### config.mk
export PLATFORM = sky130hd
export DESIGN_NAME = sweep_acq_control
export DESIGN_NICKNAME = d
export VERILOG_FILES = /design/src/rtl/sweep_acq_control_pkg.sv /design/src/rtl/sweep_acq_readout.sv /design/src/rtl/sweep_acq_control.sv
export SDC_FILE = /design/constraint.sdc
export NUM_CORES = 1
export LEC_CHECK = 0
export CAP_MARGIN = 5
export CELL_PAD_IN_SITES_DETAIL_PLACEMENT = 1
export CELL_PAD_IN_SITES_GLOBAL_PLACEMENT = 1
export CORE_MARGIN = 2
export CORE_UTILIZATION = 40
export DETAILED_ROUTE_END_ITERATION = 16
export GPL_ROUTABILITY_DRIVEN = 0
export PLACE_DENSITY_LB_ADDON = 0.3
export SLEW_MARGIN = 15
export SYNTH_ARGS = -nofsm -noshare
export SYNTH_HDL_FRONTEND = slang
export SYNTH_SLANG_ARGS = --single-unit
### constraint.sdc
create_clock -name Clk -period 7.25 [get_ports Clk]
set_clock_uncertainty 0.15 [all_clocks]
set_input_delay 0.725 -clock Clk [delete_from_list [all_inputs] [get_ports Clk]]
set_output_delay 0.725 -clock Clk [all_outputs]
set_load 0.01 [all_outputs]
### src/rtl/sweep_acq_control_pkg.sv
// +------------------------------------------------------------------+
// | sweep_acq_control_pkg                                            |
// | Shared state encoding and default widths for the sweep control.  |
// | Revision: 1.0                                                    |
// +------------------------------------------------------------------+
`default_nettype none

package sweep_acq_control_pkg;

    localparam int         DAC_W_DEF   = 10;
    localparam int         DATA_W_DEF  = 16;
    localparam logic [5:0] HDR_TAG_DEF = 6'b111111;

    typedef enum logic [2:0] {
        ST_IDLE        = 3'd0,
        ST_LOAD_SC     = 3'd1,
        ST_WAIT_CONFIG = 3'd2,
        ST_HEADER      = 3'd3,
        ST_ACQ         = 3'd4,
        ST_FLUSH       = 3'd5,
        ST_DAC_DONE    = 3'd6,
        ST_SWEEP_DONE  = 3'd7
    } state_t;

endpackage

`default_nettype wire

### src/rtl/sweep_acq_readout.sv
// +------------------------------------------------------------------+
// | sweep_acq_readout                                                |
// | Package counter, FIFO read strobe and header/data output mux.    |
// | Revision: 1.0                                                    |
// +------------------------------------------------------------------+
`default_nettype none

module sweep_acq_readout
    import sweep_acq_control_pkg::*;
#(
    parameter int DATA_W = DATA_W_DEF
) (
    input  logic              Clk,
    input  logic              reset,
    input  logic              acq_active,
    input  logic              count_clr,
    input  logic              ParallelData_en,
    input  logic [DATA_W-1:0] max_pkg,
    input  logic              hdr_pulse,
    input  logic [DATA_W-1:0] hdr_word,
    input  logic [DATA_W-1:0] fifo_data,
    output logic              last_pkg,
    output logic              rden,
    output logic [DATA_W-1:0] data_out,
    output logic              data_en
);

    logic [DATA_W-1:0] pkg_count;
    logic [DATA_W-1:0] count_inc;
    logic              data_valid;
    logic              take;

    assign take      = acq_active && ParallelData_en;
    assign count_inc = pkg_count + 1'b1;
    assign last_pkg  = take && (count_inc == max_pkg);

    always_ff @(posedge Clk) begin
        if (reset) begin
            pkg_count  <= '0;
            rden       <= 1'b0;
            data_valid <= 1'b0;
        end else begin
            rden       <= take;
            data_valid <= rden;
            if (count_clr) begin
                pkg_count <= '0;
            end else if (take) begin
                pkg_count <= count_inc;
            end
        end
    end

    // FIFO word is valid the cycle after the strobe, so it is forwarded straight through.
    assign data_en  = hdr_pulse | data_valid;
    assign data_out = hdr_pulse ? hdr_word : (data_valid ? fifo_data : '0);

endmodule

`default_nettype wire

### src/rtl/sweep_acq_control.sv
// +------------------------------------------------------------------+
// | sweep_acq_control                                                |
// | Steps the DAC code from start to end, acquiring packages per step.|
// | Revision: 1.0                                                    |
// +------------------------------------------------------------------+
`default_nettype none

module sweep_acq_control
    import sweep_acq_control_pkg::*;
#(
    parameter int                        DAC_W   = DAC_W_DEF,
    parameter int                        DATA_W  = DATA_W_DEF,
    parameter logic [DATA_W-DAC_W-1:0]   HDR_TAG = HDR_TAG_DEF
) (
    input  logic              Clk,
    input  logic              reset,
    input  logic              SweepStart,
    output logic              SingleACQStart,
    output logic              OneDACDone,
    output logic              ACQDone,
    input  logic [DAC_W-1:0]  StartDAC0,
    input  logic [DAC_W-1:0]  EndDAC0,
    input  logic [DATA_W-1:0] MaxPackageNumber,
    input  logic              ParallelData_en,
    output logic [DAC_W-1:0]  OutDAC0,
    output logic              LoadSCParameter,
    input  logic              MicrorocConfigDone,
    input  logic [DATA_W-1:0] SweepACQFifoData,
    output logic              SweepACQFifoData_rden,
    output logic [DATA_W-1:0] SweepACQData,
    output logic              SweepACQData_en
);

    state_t            state;
    logic [DAC_W-1:0]  start_q;
    logic [DAC_W-1:0]  end_q;
    logic [DATA_W-1:0] max_q;
    logic              flush_cnt;
    logic              hdr_pulse;
    logic              last_pkg;

    always_ff @(posedge Clk) begin
        if (reset) begin
            state           <= ST_IDLE;
            start_q         <= '0;
            end_q           <= '0;
            max_q           <= '0;
            OutDAC0         <= '0;
            flush_cnt       <= 1'b0;
            hdr_pulse       <= 1'b0;
            LoadSCParameter <= 1'b0;
            SingleACQStart  <= 1'b0;
            OneDACDone      <= 1'b0;
            ACQDone         <= 1'b0;
        end else begin
            hdr_pulse       <= 1'b0;
            LoadSCParameter <= 1'b0;
            OneDACDone      <= 1'b0;
            ACQDone         <= 1'b0;
            case (state)
                ST_IDLE: begin
                    if (SweepStart) begin
                        start_q         <= StartDAC0;
                        end_q           <= EndDAC0;
                        max_q           <= MaxPackageNumber;
                        OutDAC0         <= StartDAC0;
                        LoadSCParameter <= 1'b1;
                        state           <= ST_LOAD_SC;
                    end
                end
                ST_LOAD_SC: begin
                    state <= ST_WAIT_CONFIG;
                end
                ST_WAIT_CONFIG: begin
                    if (MicrorocConfigDone) begin
                        hdr_pulse <= 1'b1;
                        state     <= ST_HEADER;
                    end
                end
                ST_HEADER: begin
                    if (max_q == '0) begin
                        OneDACDone <= 1'b1;
                        state      <= ST_DAC_DONE;
                    end else begin
                        SingleACQStart <= 1'b1;
                        state          <= ST_ACQ;
                    end
                end
                ST_ACQ: begin
                    if (last_pkg) begin
                        SingleACQStart <= 1'b0;
                        flush_cnt      <= 1'b0;
                        state          <= ST_FLUSH;
                    end
                end
                ST_FLUSH: begin
                    if (flush_cnt) begin
                        OneDACDone <= 1'b1;
                        state      <= ST_DAC_DONE;
                    end else begin
                        flush_cnt <= 1'b1;
                    end
                end
                ST_DAC_DONE: begin
                    // Compare before incrementing so the code never wraps past the top.
                    if ((OutDAC0 == end_q) || (start_q > end_q)) begin
                        ACQDone <= 1'b1;
                        state   <= ST_SWEEP_DONE;
                    end else begin
                        OutDAC0         <= OutDAC0 + 1'b1;
                        LoadSCParameter <= 1'b1;
                        state           <= ST_LOAD_SC;
                    end
                end
                ST_SWEEP_DONE: begin
                    state <= ST_IDLE;
                end
                default: begin
                    state <= ST_IDLE;
                end
            endcase
        end
    end

    sweep_acq_readout #(
        .DATA_W (DATA_W)
    ) u_readout (
        .Clk             (Clk),
        .reset           (reset),
        .acq_active      (state == ST_ACQ),
        .count_clr       (state == ST_DAC_DONE),
        .ParallelData_en (ParallelData_en),
        .max_pkg         (max_q),
        .hdr_pulse       (hdr_pulse),
        .hdr_word        ({HDR_TAG, OutDAC0}),
        .fifo_data       (SweepACQFifoData),
        .last_pkg        (last_pkg),
        .rden            (SweepACQFifoData_rden),
        .data_out        (SweepACQData),
        .data_en         (SweepACQData_en)
    );

endmodule

`default_nettype wire

==> flow_summary.ini <==
[power]
total_power_mw = 1.30
p_per_area_nw_per_um2 = 254
seqPwrFrac = 0.405
p_sw_frac = 0.343
power_frac_clock = 0.279
leakage_nw = 1.98
switchingPower_mw = 0.447
pwr-share-comb = 0.316
p_int_mw = 0.854
ir_drop_v = 0.000114

[cts]
root_buffer = clkbuf_8
clock_path_buffers = 2
clock_sinks = 73
post_cts.repair.setup_buffers = 0
cts_tree = built
htreeDepth = 3
numCtsBuffers = 9
cts_resized = 0
clk_latency_ns = 0.35
clk_pin_slew_worst_paths_ns = 0.08
ctsHoldBuffers = 0

[floorplan]
core_area_um2 = 9730
ioPinCount = 89
die-area_um2 = 10800
initial_utilization = 0.409
num_rows = 36
die_h_um = 104
fp.dieW_um = 104

[route]
drt_iter0_drc = 148
avgViaCountPerCell = 5.51
routedWlPerCell_um = 16.8
routed_wl_mm = 11.9
vias = 3909
ant_nets = 0
drc = 0
dr.pass1.iters = 4

[finish]
nets = 641
final_cell_mix = nand2_1, clkdlybuf4s50_1, dfxtp_1, a21oi_1, nor2_1
antenna_cells_inserted = 0
layout_commonest_cell = nand2_1
final_area_um2 = 5130
final_util = 0.527
layout-drive-gt1-share = 0.0451
stdcell_count = 710
area_delta_synth_final_pct = 28.7

[place]
dp_slack_ns = 4.23
io_buffers = 88
dpl.cell_count = 694
dpl_cell_area_um2 = 4900
dpl.hpwl_mm = 8.66

[critical_path]
crit_arrival_ns = 2.31
r2r_cells = 9
critPathKind = reg2out
crit_required_ns = 6.38
endpoint_kind = primary output
rr_startpoint = end_q[5]$_SDFFE_PP0P_
crit_path_start_kind = flip-flop
cp_max_fo = 18
timing.rr.end = OutDAC0[7]$_SDFFE_PP0P_
reg2reg_slack_ns = 4.62

[synth]
synth-seq-cells = 73
ys_seq_area_frac = 0.367
yosysUniqueCellTypes = 56
syn-cell-area_um2 = 3980
syn_area_per_cell_um2 = 7.92
synth_edf_count = 0
netlist_instances = 503
synth_nets = 572
async_flop_share = 0
yosysWarnings = 0
ys.flop_type = dfxtp_1

[global_routing]
grt_pass1_vias = 4087
grt_pass1_wl_mm = 20.1
grt_overflow_total = 0
antenna_found_initial = 0
grt_start_max_net_pins = 57
grt.total_usage = 0.227

[worst_hold_path]
min_to = start_q[0]$_SDFFE_PP0P_
holdPathStages = 2
min_path_type = reg2reg
min-delay-start = start_q[0]$_SDFFE_PP0P_

[sta]
tightest_slew_ns = 1.06
rsz0062_at_grt = no
hold_viol_final = 0
whs_ns = 0.305
fin_ws_ns = 4.07
maxSlewHeadroom = 0.296
finalSetupTns_ns = 0
slew_viol_final = 0
setup_viol = 0
period_needed_ns = 3.18
max_clock_freq_mhz = 314
min_period_over_period = 0.439

[job]
drv_cap = 0

[status]
outcome = finished clean
metal layers:
| metal | track usage | part of all wire | up-vias |
|---|---|---|---|
| li1 | - | - | 1891 |
| met1 | 0.268 | 0.43 | 1939 |
| met2 | 0.412 | 0.53 | 64 |
| met3 | 0.0560 | 0.031 | 15 |
| met4 | 0.0569 | 0.013 | 0 |
| met5 | 0 | 0 | - |
power by group through the flow:
stage | Combinational, mW | Clock, mW | Sequential (mW)
final | 0.411 | 0.363 | 0.527
after global routing | 0.457 | 0.388 | 0.537
after CTS | 0.414 | 0.371 | 0.527
after detailed placement | 0.410 | 0 | 0.536
after global placement | 0.391 | 0 | 0.534
after floorplan | 0.277 | 0 | 0.510
cells in the mapped netlist, types with 3 or more instances:
master | number | area, um2
a21o_1 | 11 | 82.6
a21oi_1 | 55 | 275
a22o_1 | 10 | 87.6
a31oi_1 | 5 | 31.3
and2_1 | 3 | 18.8
and3_1 | 10 | 62.6
and4_1 | 3 | 26.3
buf_1 | 3 | 11.3
buf_2 | 5 | 25.0
clkbuf_1 | 22 | 82.6
dfxtp_1 | 73 | 1460
ha_1 | 12 | 150
inv_1 | 17 | 63.8
nand2_1 | 89 | 334
nand3_1 | 16 | 80.1
nand4_1 | 8 | 50.1
nor2_1 | 29 | 109
nor2b_1 | 7 | 43.8
nor3_1 | 9 | 45.0
nor4_1 | 7 | 43.8
o211a_1 | 3 | 30.0
o211ai_1 | 6 | 45.0
o21ai_0 | 11 | 55.1
o31ai_1 | 6 | 45.0
or3_1 | 5 | 31.3
xnor2_1 | 24 | 210
xor2_1 | 19 | 166
worst max-delay path by stage:
stage / startpoint / to / slack (ns) / depth (start not counted)
finish: hdr_pulse$_SDFF_PP0_ / SweepACQData[6] / 4.07 / 3
global route: hdr_pulse$_SDFF_PP0_ / SweepACQData[7] / 3.97 / 3
CTS: hdr_pulse$_SDFF_PP0_ / SweepACQData[7] / 4.06 / 3
detailed placement: reset / u_readout.pkg_count[14]$_SDFFE_PP0P_ / 4.23 / 4
global placement: reset / u_readout.pkg_count[13]$_SDFFE_PP0P_ / 4.36 / 4
floorplan: end_q[4]$_SDFFE_PP0P_ / OutDAC0[5]$_SDFFE_PP0P_ / 4.95 / 10
registers in the layout, summed over array words and instances, names as in the netlist:
register	count
start_q	10
LoadSCParameter	1
ACQDone	1
OneDACDone	1
hdr_pulse	1
flush_cnt	1
SingleACQStart	1
state	3
OutDAC0	10
max_q	16
u_readout.data_valid	1
end_q	10
u_readout.rden	1
u_readout.pkg_count	16
critical path: stages, from the launching register on:
cell and delay (ns):
dfxtp_1 0.50, nor2b_1 0.67, a22o_1 0.24, clkdlybuf4s50_1 0.54
cells by family after synthesis:
group / count (synthesis) / share of synthesized area
AOI/OAI and AO/OA: 125 / 0.204
xor gates and xnor gates: 43 / 0.0945
adders and majority gates: 12 / 0.0377
buffers and inverters: 49 / 0.0506
DFF: 73 / 0.367
muxes: 2 / 0.00534
and+or+nand+nor: 199 / 0.242
layout make-up:
cell class / count / area, um2
fill: 1210 / 4600
clock buffer: 14 / 163
sequential: 73 / 1460
tap: 133 / 166
timing repair buffer: 90 / 891
inverter: 17 / 63.8
clock inverter: 2 / 60.1
multi-input combinational: 381 / 2320
(Power assumes the default switching activity.)
